### src/rtl/vm_pkg.sv
// -----------------------------------------------------------------------------
// vm_pkg
// Shared definitions for the parametrised vending controller:
//   - vm_state_e : controller FSM state encoding
//   - COIN_*     : coin acceptor codes
//   - price_of() : extracts one price entry from the packed price vector
// No ports (package).
// -----------------------------------------------------------------------------
package vm_pkg;

   typedef enum logic [1:0] {
      ST_IDLE    = 2'd0,
      ST_COLLECT = 2'd1,
      ST_VEND    = 2'd2,
      ST_CHANGE  = 2'd3
   } vm_state_e;

   localparam logic [1:0] COIN_NONE = 2'b00;
   localparam logic [1:0] COIN_1    = 2'b01;
   localparam logic [1:0] COIN_2    = 2'b10;
   localparam logic [1:0] COIN_3    = 2'b11;

   // Widest packed price vector price_of() accepts; callers zero-extend.
   localparam int PRICES_MAX_W = 256;

   function automatic logic [31:0] price_of(input logic [PRICES_MAX_W-1:0] prices,
                                            input int unsigned              idx,
                                            input int unsigned              price_w);
      logic [PRICES_MAX_W-1:0] mask;
      logic [PRICES_MAX_W-1:0] field;
      mask  = (PRICES_MAX_W'(1) << price_w) - PRICES_MAX_W'(1);
      field = (prices >> (idx * price_w)) & mask;
      return 32'(field);
   endfunction

endpackage

### src/rtl/vm_if.sv
// -----------------------------------------------------------------------------
// vm_if
// Front-end / dispenser bus of the vending controller.
//   master : keypad + coin acceptor side (drives coin, sel_valid, sel, cancel,
//            restock; observes all status outputs)
//   slave  : the controller itself
// Signals:
//   coin[1:0]           coin code, 2'b00 = none
//   sel_valid, sel      one-cycle product selection strobe and index
//   cancel              refund request
//   restock             reload stock counters
//   vend[NUM_PROD]      one-hot vend pulse
//   change              one change unit returned this cycle
//   credit[CREDIT_W]    current credit
//   busy                vend or change in progress
//   coin_reject         coin presented this cycle is returned
//   sel_err             selection refused (pulse)
//   sold_out[NUM_PROD]  per-product empty flag
// -----------------------------------------------------------------------------
interface vm_if #(
   parameter int NUM_PROD = 4,
   parameter int SEL_W    = 2,
   parameter int CREDIT_W = 8
);
   logic [1:0]          coin;
   logic                sel_valid;
   logic [SEL_W-1:0]    sel;
   logic                cancel;
   logic                restock;
   logic [NUM_PROD-1:0] vend;
   logic                change;
   logic [CREDIT_W-1:0] credit;
   logic                busy;
   logic                coin_reject;
   logic                sel_err;
   logic [NUM_PROD-1:0] sold_out;

   modport master (
      output coin, sel_valid, sel, cancel, restock,
      input  vend, change, credit, busy, coin_reject, sel_err, sold_out
   );

   modport slave (
      input  coin, sel_valid, sel, cancel, restock,
      output vend, change, credit, busy, coin_reject, sel_err, sold_out
   );
endinterface

### src/rtl/vm_change_dispenser.sv
// -----------------------------------------------------------------------------
// vm_change_dispenser
// Loads an amount and emits one change pulse per cycle, each worth CHG_UNIT,
// until less than CHG_UNIT remains. o_done marks the last pulse of a train.
// Ports:
//   clk       rising-edge clock
//   reset     synchronous active-low reset (aborts any train in progress)
//   i_load    load i_amount; pulses start the following cycle
//   i_amount  amount to return
//   o_change  one-unit change pulse
//   o_done    high together with the final pulse
// -----------------------------------------------------------------------------
module vm_change_dispenser #(
   parameter int CREDIT_W = 8,
   parameter int CHG_UNIT = 5
) (
   input  logic                clk,
   input  logic                reset,
   input  logic                i_load,
   input  logic [CREDIT_W-1:0] i_amount,
   output logic                o_change,
   output logic                o_done
);

   localparam int AMT_W = CREDIT_W + 2;

   logic [CREDIT_W-1:0] r_amt;
   logic                r_active;
   logic                w_last;

   // Last pulse when what would remain afterwards is below one unit.
   assign w_last = {2'b00, r_amt} < AMT_W'(2 * CHG_UNIT);

   always_ff @(posedge clk) begin
      if (!reset) begin
         r_amt    <= '0;
         r_active <= 1'b0;
      end else if (i_load) begin
         r_amt    <= i_amount;
         r_active <= (i_amount >= CREDIT_W'(CHG_UNIT));
      end else if (r_active) begin
         r_amt    <= r_amt - CREDIT_W'(CHG_UNIT);
         r_active <= !w_last;
      end
   end

   assign o_change = r_active;
   assign o_done   = r_active & w_last;

endmodule

### src/rtl/vending_machine_param.sv
// -----------------------------------------------------------------------------
// vending_machine_param
// Parametrised multi-product vending controller. Accumulates coin credit,
// vends the selected product when credit covers its price and returns change
// as a train of one-unit pulses through vm_change_dispenser.
// Ports:
//   clk    rising-edge clock
//   reset  synchronous active-low reset
//   bus    vm_if.slave (coin/keypad inputs, vend/change/status outputs)
// Build option:
//   VM_STOCK_TRACK_EN  per-product stock counters, sold_out flags and restock.
//                      Undefined: sold_out tied low, restock ignored.
//
// state      | meaning
// -----------+------------------------------------------------------------
// ST_IDLE    | credit 0, waiting for the first coin
// ST_COLLECT | credit > 0, accepting coins / selection / cancel
// ST_VEND    | one cycle, vend pulse on the output
// ST_CHANGE  | returning credit one CHG_UNIT per cycle
// -----------------------------------------------------------------------------
module vending_machine_param
   import vm_pkg::*;
#(
   parameter int                          NUM_PROD   = 4,
   parameter int                          SEL_W      = 2,
   parameter int                          CREDIT_W   = 8,
   parameter int                          PRICE_W    = 8,
   parameter logic [NUM_PROD*PRICE_W-1:0] PRICES     = 32'h19140F0A,
   parameter int                          COIN1_VAL  = 5,
   parameter int                          COIN2_VAL  = 10,
   parameter int                          COIN3_VAL  = 25,
   parameter int                          CHG_UNIT   = 5,
   parameter int                          STOCK_W    = 4,
   parameter int                          STOCK_INIT = 8
) (
   input logic clk,
   input logic reset,
   vm_if.slave bus
);

   localparam int MAX_CREDIT = 2**CREDIT_W - 1;
   localparam int SUM_W      = CREDIT_W + 1;
   localparam int SEL_SPAN   = 2**SEL_W;

   vm_state_e           r_state;
   vm_state_e           w_state_nxt;
   logic [CREDIT_W-1:0] r_credit;
   logic [NUM_PROD-1:0] r_vend;
   logic                r_sel_err;

   logic                w_front;
   logic                w_cancel_acc;
   logic                w_sel_take;
   logic                w_sel_ok;
   logic                w_sel_bad;
   logic                w_sel_in_range;
   logic [31:0]         w_price;
   logic                w_price_ok;
   logic [SUM_W-1:0]    w_coin_val;
   logic [SUM_W-1:0]    w_sum;
   logic                w_coin_acc;
   logic                w_chg_ok;
   logic                w_load;
   logic                w_change;
   logic                w_done;
   logic                w_busy;
   logic                w_coin_reject;
   logic [NUM_PROD-1:0] w_sold_out;
   logic [SEL_SPAN-1:0] w_sold_ext;

   // ---------------------------------------------------------------- decode
   assign w_front        = (r_state == ST_IDLE) || (r_state == ST_COLLECT);
   assign w_cancel_acc   = (r_state == ST_COLLECT) && bus.cancel;
   // An accepted cancel swallows a simultaneous selection.
   assign w_sel_take     = w_front && bus.sel_valid && !w_cancel_acc;
   assign w_sel_in_range = {1'b0, bus.sel} < (SEL_W+1)'(NUM_PROD);
   assign w_price        = price_of(PRICES_MAX_W'(PRICES), 32'(bus.sel), PRICE_W);
   assign w_price_ok     = 32'(r_credit) >= w_price;
   assign w_sold_ext     = SEL_SPAN'(w_sold_out);
   assign w_sel_ok       = w_sel_take && (r_state == ST_COLLECT) && w_sel_in_range &&
                           w_price_ok && !w_sold_ext[bus.sel];
   assign w_sel_bad      = w_sel_take && !w_sel_ok;
   assign w_chg_ok       = r_credit >= CREDIT_W'(CHG_UNIT);

   always_comb begin
      w_coin_val = '0;
      case (bus.coin)
         COIN_1:  w_coin_val = SUM_W'(COIN1_VAL);
         COIN_2:  w_coin_val = SUM_W'(COIN2_VAL);
         COIN_3:  w_coin_val = SUM_W'(COIN3_VAL);
         default: w_coin_val = '0;
      endcase
   end

   assign w_sum      = {1'b0, r_credit} + w_coin_val;
   // Coins lose to any selection in the same cycle, valid or refused.
   assign w_coin_acc = w_front && (bus.coin != COIN_NONE) && !w_cancel_acc &&
                       !w_sel_take && (w_sum <= SUM_W'(MAX_CREDIT));

   // Change train starts the cycle after cancel or VEND, only if a unit is owed.
   assign w_load = w_chg_ok && (w_cancel_acc || (r_state == ST_VEND));

   vm_change_dispenser #(
      .CREDIT_W (CREDIT_W),
      .CHG_UNIT (CHG_UNIT)
   ) u_chg (
      .clk      (clk),
      .reset    (reset),
      .i_load   (w_load),
      .i_amount (r_credit),
      .o_change (w_change),
      .o_done   (w_done)
   );

   // -------------------------------------------------------- state register
   always_ff @(posedge clk) begin
      if (!reset) r_state <= ST_IDLE;
      else        r_state <= w_state_nxt;
   end

   // ------------------------------------------------------------ next state
   always_comb begin
      w_state_nxt = r_state;
      case (r_state)
         ST_IDLE: begin
            if (w_coin_acc) w_state_nxt = ST_COLLECT;
         end
         ST_COLLECT: begin
            if (w_cancel_acc)  w_state_nxt = w_chg_ok ? ST_CHANGE : ST_IDLE;
            else if (w_sel_ok) w_state_nxt = ST_VEND;
         end
         ST_VEND: begin
            w_state_nxt = w_chg_ok ? ST_CHANGE : ST_IDLE;
         end
         ST_CHANGE: begin
            if (w_done || !w_change) w_state_nxt = ST_IDLE;
         end
         default: w_state_nxt = ST_IDLE;
      endcase
   end

   // --------------------------------------------------------------- outputs
   always_comb begin
      w_busy        = (r_state == ST_VEND) || (r_state == ST_CHANGE);
      w_coin_reject = (bus.coin != COIN_NONE) && !w_coin_acc;
   end

   // ---------------------------------------------------------------- credit
   always_ff @(posedge clk) begin
      if (!reset) begin
         r_credit <= '0;
      end else begin
         case (r_state)
            ST_IDLE, ST_COLLECT: begin
               if (w_cancel_acc) begin
                  if (!w_chg_ok) r_credit <= '0;
               end else if (w_sel_ok) begin
                  r_credit <= r_credit - CREDIT_W'(w_price);
               end else if (w_coin_acc) begin
                  r_credit <= CREDIT_W'(w_sum);
               end
            end
            ST_VEND: begin
               if (!w_chg_ok) r_credit <= '0;
            end
            ST_CHANGE: begin
               // Residue below one unit is dropped with the final pulse.
               if (w_change && !w_done) r_credit <= r_credit - CREDIT_W'(CHG_UNIT);
               else                     r_credit <= '0;
            end
            default: r_credit <= '0;
         endcase
      end
   end

   // ------------------------------------------------------ vend / sel_err
   always_ff @(posedge clk) begin
      if (!reset) begin
         r_vend    <= '0;
         r_sel_err <= 1'b0;
      end else begin
         r_vend    <= w_sel_ok ? (NUM_PROD'(1) << bus.sel) : '0;
         r_sel_err <= w_sel_bad;
      end
   end

   // ----------------------------------------------------------------- stock
`ifdef VM_STOCK_TRACK_EN
   logic [STOCK_W-1:0] r_stock [NUM_PROD];

   always_ff @(posedge clk) begin
      if (!reset) begin
         for (int i = 0; i < NUM_PROD; i++) r_stock[i] <= STOCK_W'(STOCK_INIT);
      end else if ((r_state == ST_IDLE) && bus.restock) begin
         for (int i = 0; i < NUM_PROD; i++) r_stock[i] <= STOCK_W'(STOCK_INIT);
      end else if (w_sel_ok) begin
         for (int i = 0; i < NUM_PROD; i++) begin
            if ({1'b0, bus.sel} == (SEL_W+1)'(i)) r_stock[i] <= r_stock[i] - STOCK_W'(1);
         end
      end
   end

   always_comb begin
      w_sold_out = '0;
      for (int i = 0; i < NUM_PROD; i++) w_sold_out[i] = (r_stock[i] == '0);
   end
`else
   logic w_unused_restock;
   assign w_unused_restock = bus.restock;
   assign w_sold_out       = '0;
`endif

   assign bus.vend        = r_vend;
   assign bus.change      = w_change;
   assign bus.credit      = r_credit;
   assign bus.busy        = w_busy;
   assign bus.coin_reject = w_coin_reject;
   assign bus.sel_err     = r_sel_err;
   assign bus.sold_out    = w_sold_out;

endmodule

### src/flat_wrapper.sv
// flat-port wrapper written by rule: the top's interface ports become plain ports
module vending_machine_param_flat import vm_pkg::*;
#(
   parameter int                          NUM_PROD   = 4,
   parameter int                          SEL_W      = 2,
   parameter int                          CREDIT_W   = 8,
   parameter int                          PRICE_W    = 8,
   parameter logic [NUM_PROD*PRICE_W-1:0] PRICES     = 32'h19140F0A,
   parameter int                          COIN1_VAL  = 5,
   parameter int                          COIN2_VAL  = 10,
   parameter int                          COIN3_VAL  = 25,
   parameter int                          CHG_UNIT   = 5,
   parameter int                          STOCK_W    = 4,
   parameter int                          STOCK_INIT = 8
)
  (clk, reset, bus_coin, bus_sel_valid, bus_sel, bus_cancel, bus_restock, bus_vend, bus_change, bus_credit, bus_busy, bus_coin_reject, bus_sel_err, bus_sold_out);
  vm_if #(.NUM_PROD(NUM_PROD), .SEL_W(SEL_W), .CREDIT_W(CREDIT_W)) bus_i ();
  input logic clk;
  input logic reset;
  input wire logic [$bits(bus_i.coin)-1:0] bus_coin;
  input wire logic [$bits(bus_i.sel_valid)-1:0] bus_sel_valid;
  input wire logic [$bits(bus_i.sel)-1:0] bus_sel;
  input wire logic [$bits(bus_i.cancel)-1:0] bus_cancel;
  input wire logic [$bits(bus_i.restock)-1:0] bus_restock;
  output wire logic [$bits(bus_i.vend)-1:0] bus_vend;
  output wire logic [$bits(bus_i.change)-1:0] bus_change;
  output wire logic [$bits(bus_i.credit)-1:0] bus_credit;
  output wire logic [$bits(bus_i.busy)-1:0] bus_busy;
  output wire logic [$bits(bus_i.coin_reject)-1:0] bus_coin_reject;
  output wire logic [$bits(bus_i.sel_err)-1:0] bus_sel_err;
  output wire logic [$bits(bus_i.sold_out)-1:0] bus_sold_out;
  assign bus_i.coin = bus_coin;
  assign bus_i.sel_valid = bus_sel_valid;
  assign bus_i.sel = bus_sel;
  assign bus_i.cancel = bus_cancel;
  assign bus_i.restock = bus_restock;
  assign bus_vend = bus_i.vend;
  assign bus_change = bus_i.change;
  assign bus_credit = bus_i.credit;
  assign bus_busy = bus_i.busy;
  assign bus_coin_reject = bus_i.coin_reject;
  assign bus_sel_err = bus_i.sel_err;
  assign bus_sold_out = bus_i.sold_out;
  vending_machine_param #(.NUM_PROD(NUM_PROD), .SEL_W(SEL_W), .CREDIT_W(CREDIT_W), .PRICE_W(PRICE_W), .PRICES(PRICES), .COIN1_VAL(COIN1_VAL), .COIN2_VAL(COIN2_VAL), .COIN3_VAL(COIN3_VAL), .CHG_UNIT(CHG_UNIT), .STOCK_W(STOCK_W), .STOCK_INIT(STOCK_INIT)) u_core (.clk(clk), .reset(reset), .bus(bus_i));
endmodule
### config.mk
export PLATFORM = sky130hd
export DESIGN_NAME = vending_machine_param_flat
export DESIGN_NICKNAME = d
export VERILOG_FILES = /design/src/rtl/vm_pkg.sv /design/src/rtl/vm_if.sv /design/src/rtl/vm_change_dispenser.sv /design/src/rtl/vending_machine_param.sv /design/src/flat_wrapper.sv
export SDC_FILE = /design/constraint.sdc
export NUM_CORES = 1
export LEC_CHECK = 0
export BUFFER_PORTS_ARGS = -buffer_cell sky130_fd_sc_hd__buf_2
export CORE_MARGIN = 5
export CORE_UTILIZATION = 55
export DETAILED_ROUTE_END_ITERATION = 6
export PLACE_DENSITY = 0.77
export SLEW_MARGIN = 0
export SYNTH_ARGS = -nofsm -noshare
export SYNTH_HDL_FRONTEND = slang
export SYNTH_SLANG_ARGS = --single-unit
### constraint.sdc
create_clock -name clk -period 6.1 [get_ports clk]
set_input_delay 0.915 -clock clk [delete_from_list [all_inputs] [get_ports clk]]
set_output_delay 0.915 -clock clk [all_outputs]
set_load 0.01 [all_outputs]
==> results.toml, run 1 <==
[outcome]
outcome = "finished, final reports clean"

[timing]
worst_pin_slew_ns = 0.725
finalCritPeriodShare_pct = 55.2
hold_viol = 0
slew_violations = 0
tns_ns = 0
relSlewSlack_pct = 51.6
final.min_clock_period_ns = 3.37
timing.hold.ws_ns = 0.513
fmax_ghz = 0.297
clock_skew_ns = 0.00458
setup_violations = 0
rsz0062_at_grt = "no"

[cts]
cts_resized = 0
cts_tree = "yes"
clk_latency_ns = 0.27
clock-root-buffer = "clkbuf_8"
hold_buffers = 0
cts_buffers = 3
cts_buffer_depth = 2
htreeDepth = 1
postCtsSetupBuffers = 0
cts.sinks = 24
clk_pin_slew_ns = 0.09

[placed_design]
placed_area_um2 = 2180
gp_congestion = 0.918
hpwlAfterDp_um = 3900
port_buffers = 23
placed_cells = 318

[route]
drt-wirelength-per-cell_um = 16.6
ant_nets = 0
viasPerCell = 6.33
drt_iter0_markers = 164
dr.pass1.iters = 4
num_vias = 2039
drcViolationCount = 0
wl_um = 5330

[global_route]
grt_usage_pct = 20.8
overflow = 0
grt_antenna_before_repair = 0
grt_pass1_wl_um = 8790
grt_pass1_vias = 1818
grt_max_degree = 22

[power]
ir_drop_v = 0.000149
power.leakage_nw = 0.961
cellPowerDensity_nw_per_um2 = 225

[floorplan]
start_util_pct = 57.3
core_area_um2 = 3690
ios = 29
die_width_um = 72.0
dieHeight_um = 72.0
core.rowCount = 22
die_area_um2 = 5180

[setup_path]
cp.arrival_ns = 2.45
crit_path_start_kind = "input port"
required_ns = 5.18
worstSetupPathType = "input port to output port"
cp-end-kind = "output port"
cp_max_fo = 8

[logic_synthesis]
syn-cell-area_um2 = 2110
syn_inst = 264
synth_edf_count = 0
ys_seq_area_share_pct = 22.7
yosysWarnings = 0
avgSynthCellArea_um2 = 8.01
synth-seq-cells = 24
ys.flop_type = "dfxtp_1"
synth_cell_type_count = 63
ys_async_sr_fraction_pct = 0

[hold_path]
min_path_type = "flop to flop"

[layout]
drive_gt1_share_pct = 14.6
diodes = 0
seqCellArea_um2 = 480
multi_input_area_um2 = 1470
fin_cells = 322
final_cell_mix = "nor2_1 (24), dfxtp_1 (24), buf_2 (23)"
syn2layout_area_growth_pct = 6.51
fin_area_um2 = 2250
fin_nets = 300
n_fill_cell = 344

[job]
drv_cap = 0
==> Yosys cell counts (3+ instances only) <==
master,count,area [um^2]
a211oi_1,10,75.1
a21o_1,4,30.0
a21oi_1,19,95.1
a221oi_1,3,26.3
buf_2,5,25.0
buf_4,4,30.0
clkbuf_1,9,33.8
dfxtp_1,24,480
ha_1,14,175
inv_1,14,52.6
nand2_1,16,60.1
nand3_1,7,35.0
nor2_1,24,90.1
nor2b_1,4,25.0
nor3_1,8,40.0
nor4_1,7,43.8
o211ai_1,4,30.0
o21a_1,4,30.0
o21ai_0,12,60.1
o32ai_1,4,35.0
or4_1,4,30.0
xnor2_1,7,61.3
xor2_1,5,43.8
==> layout make-up <==
| cell class | instances | share of cell area [%] |
|---|---|---|
| clock inverters | 1 | 1.33 |
| flip-flops and latches | 24 | 21.3 |
| inverters | 15 | 2.50 |
| multi-input cells | 208 | 65.2 |
| repair buffers | 23 | 5.11 |
| clock buffers | 3 | 1.83 |
| well taps | 48 | 2.67 |
==> per-stage QoR <==
stage	power [W]	worst slack, ns	util (%)
floorplan	0.000325	3.06	-
global placement	0.000360	2.67	59.1
detailed placement	0.000362	2.62	59.1
CTS	0.000504	2.75	61.1
global route	0.000534	2.66	61.1
finish	0.000506	2.73	61.1
==> metal layers <==
layer | GRT usage, % | up-vias | routed length (um)
met5 | 0 | - | 0
met4 | 5.22 | 0 | 76
met3 | 3.19 | 12 | 498
met2 | 32.6 | 91 | 2320
met1 | 29.9 | 939 | 2430
li1 | - | 997 | -
==> report_power, final <==
group	internal, W	switching (W)	total [W]
sequential	0.000167	0.0000235	0.000191
clock	0.0000879	0.0000554	0.000143
combinational	0.0000716	0.000101	0.000172
==> worst max-delay path, stage by stage <==
cell and delay (ns):
buf_2 0.12, ha_1 0.23, fa_1 0.43, nand3_1 0.16
a21o_1 0.17, and2_4 0.23, nor2_1 0.05, buf_2 0.14
==> cells by family after synthesis <==
family,share of synthesized area [%]
xor+xnor,4.97
flops,22.7
simple gates,23.0
buf+inv,8.34
compound gates,30.7
other cells,0.177
fa+ha+maj,10.2
==> worst paths after layout <==
| path | startpoint | endpoint | slack [ns] | cells past startpoint |
|---|---|---|---|---|
| worst max-delay path | bus_coin[0] | bus_coin_reject | 2.73 | 8 |
| worst max register to register | u_core.bus.credit[0] | u_core.bus.credit[1] | 3.08 | 10 |
| worst min-delay path | u_core.u_chg.r_amt[3] | u_core.u_chg.r_amt[3] | 0.51 | 2 |
| worst min register to register | u_core.u_chg.r_amt[3] | u_core.u_chg.r_amt[3] | 0.51 | 2 |
==> state kept, by name (all words and copies together) (netlist names) <==
name                   count
u_core.u_chg.r_amt         8
u_core.bus.sel_err         1
u_core.bus.vend            4
u_core.u_chg.o_change      1
u_core.r_state             2
u_core.bus.credit          8
No activity file was read; power rests on OpenSTA's default activity.
==> inputs of run 2 (changes only) <==
clock period = 3.2 ns   (was 6.1 ns; I/O delays follow)
==> run 2 against run 1 <==
Net effect:
- clock power up 88%
- combinational power grew 97%
- design area increased by 1.3%
- non-clock buffer count grew 4
- power increased by 90%
- critical endpoint is now u_core.bus.credit[6]
- largest power group unchanged
==> results.toml, run 2 (same netlist as run 1, synthesis figures left out) <==
[global_route]
grt_usage_pct = 20.7
grt_use_met1_pct = 29.7
grt_antenna_before_repair = 0
met3_usage_pct = 3.60
grt_pass1_wl_um = 8720
grt_pass1_vias = 1852
grt_max_degree = 22
overflow = 0
grt-busiest-layer = "met2"
met2_usage_pct = 32.6

[outcome]
outcome = "finished, final reports clean"

[floorplan]
core.rowCount = 22
die_area_um2 = 5180
core_area_um2 = 3690
ios = 29
start_util_pct = 57.3
die_width_um = 72.0
dieHeight_um = 72.0

[placed_design]
hpwlAfterDp_um = 3870
placed_cells = 322
gp_congestion = 0.926
port_buffers = 23

[route]
ant_nets = 0
drcViolationCount = 0
dr.pass1.iters = 4
wl_um = 5110
viasPerCell = 6.21
drt_iter0_markers = 151
drt-wirelength-per-cell_um = 15.7
num_vias = 2023

[setup_path]
worstSetupPathType = "flop to flop"
cpMaxStageDelayCell = "fa_1"
cp-end-kind = "flop"
cpMostUsedCell = "inv_1"
cp_max_fo = 13
required_ns = 3.39
crit_path_start_kind = "flop"
slowest_delay_ns = 0.43
path_cells = "inv_1 -> ha_1 -> inv_1 -> fa_1 -> a211o_1 -> o211a_1 -> o21a_2 -> nor3_4 -> o22ai_1 -> a21oi_1"
cp.arrival_ns = 2.88
rrSetupSlack_ns = 0.51

[job]
drv_cap = 0

[cts]
cts_buffer_depth = 2
htreeDepth = 1
cts_resized = 0
postCtsSetupBuffers = 0
cts_buffers = 3
clk_pin_slew_ns = 0.09
clock-root-buffer = "clkbuf_8"
cts.sinks = 24
clk_latency_ns = 0.27
hold_buffers = 0
cts_tree = "yes"

[layout]
syn2layout_area_growth_pct = 7.93
fin_cells = 326
diodes = 0
final_cell_mix = "nor2_1 (24), dfxtp_1 (24), buf_2 (23)"
fin_nets = 304
drive_gt1_share_pct = 15.8
n_fill_cell = 355

[power]
design_power_total_w = 0.000963
cellPowerDensity_nw_per_um2 = 422
p_sw_share_pct = 34.8
ir_drop_v = 0.000348
intPower_w = 0.000628
power_frac_comb_pct = 35.2
clkPwrFrac_pct = 27.9
seq_power_share_pct = 36.9
netSwitchingPower_w = 0.000335
power.leakage_nw = 0.981

[timing]
rsz0062_at_grt = "no"
clock_skew_ns = 0.0100
timing.hold.ws_ns = 0.426
tns_ns = 0
fmax_ghz = 0.372
relSlewSlack_pct = 53.6
worst_pin_slew_ns = 0.696
hold_viol = 0
setup_violations = 0
finalCritPeriodShare_pct = 84.0
slew_violations = 0
final.min_clock_period_ns = 2.69

[hold_path]
min_path_type = "input port to flop"
[run 2: cell types whose count changed in the layout (fill, tap and decap cells not counted)]
cell and change:
buf_4 +4
[run 2: metal layers]
layer  up-vias  wire length [um]
li1       1012                 -
met1       934              2440
met2        72              2260
met3         5               378
met4         0                36
met5         -                 0
[run 2: worst paths after layout]
check	cells after the start	end	start
max	10	u_core.bus.credit[6]	u_core.bus.credit[0]
min	2	u_core.bus.vend[2]	bus_sel[0]
max reg2reg	10	u_core.bus.credit[6]	u_core.bus.credit[0]
min reg2reg	2	u_core.u_chg.r_amt[3]	u_core.u_chg.r_amt[3]
[run 2: area by class of cell]
class / instances / area (um^2) / share of cell area [%]
clock inverters: 1 / 30.0 / 1.32
clock buffers: 3 / 41.3 / 1.81
multi-input cells: 208 / 1470 / 64.4
flip-flops and latches: 24 / 480 / 21.1
inverters: 15 / 56.3 / 2.47
repair buffers: 27 / 145 / 6.36
well taps: 48 / 60.1 / 2.63
[run 2: critical path, delay by kind of cell, from the launching register on]
family          cells  cell delay, ns
compound gates      5            1.13
fa+ha+maj           2            0.60
buf+inv             2            0.22
flops               1            0.32
simple gates        1            0.34
[run 2: stage by stage]
| step | setup slack, ns | instance area (um^2) | util (%) |
|---|---|---|---|
| after floorplan | 0.575 | 2130 | - |
| after global placement | 0.363 | 2210 | 59.9 |
| after detailed placement | 0.352 | 2210 | 59.9 |
| after CTS | 0.554 | 2280 | 61.9 |
| after global routing | 0.272 | 2280 | 61.9 |
| final | 0.512 | 2280 | 61.9 |
[run 2: power by group through the flow]
stage	Combinational [W]	Sequential, W	Clock (W)
finish	0.000339	0.000356	0.000269
global route	0.000376	0.000361	0.000288
CTS	0.000336	0.000355	0.000274
detailed placement	0.000333	0.000362	0
global placement	0.000329	0.000362	0
floorplan	0.000267	0.000352	0
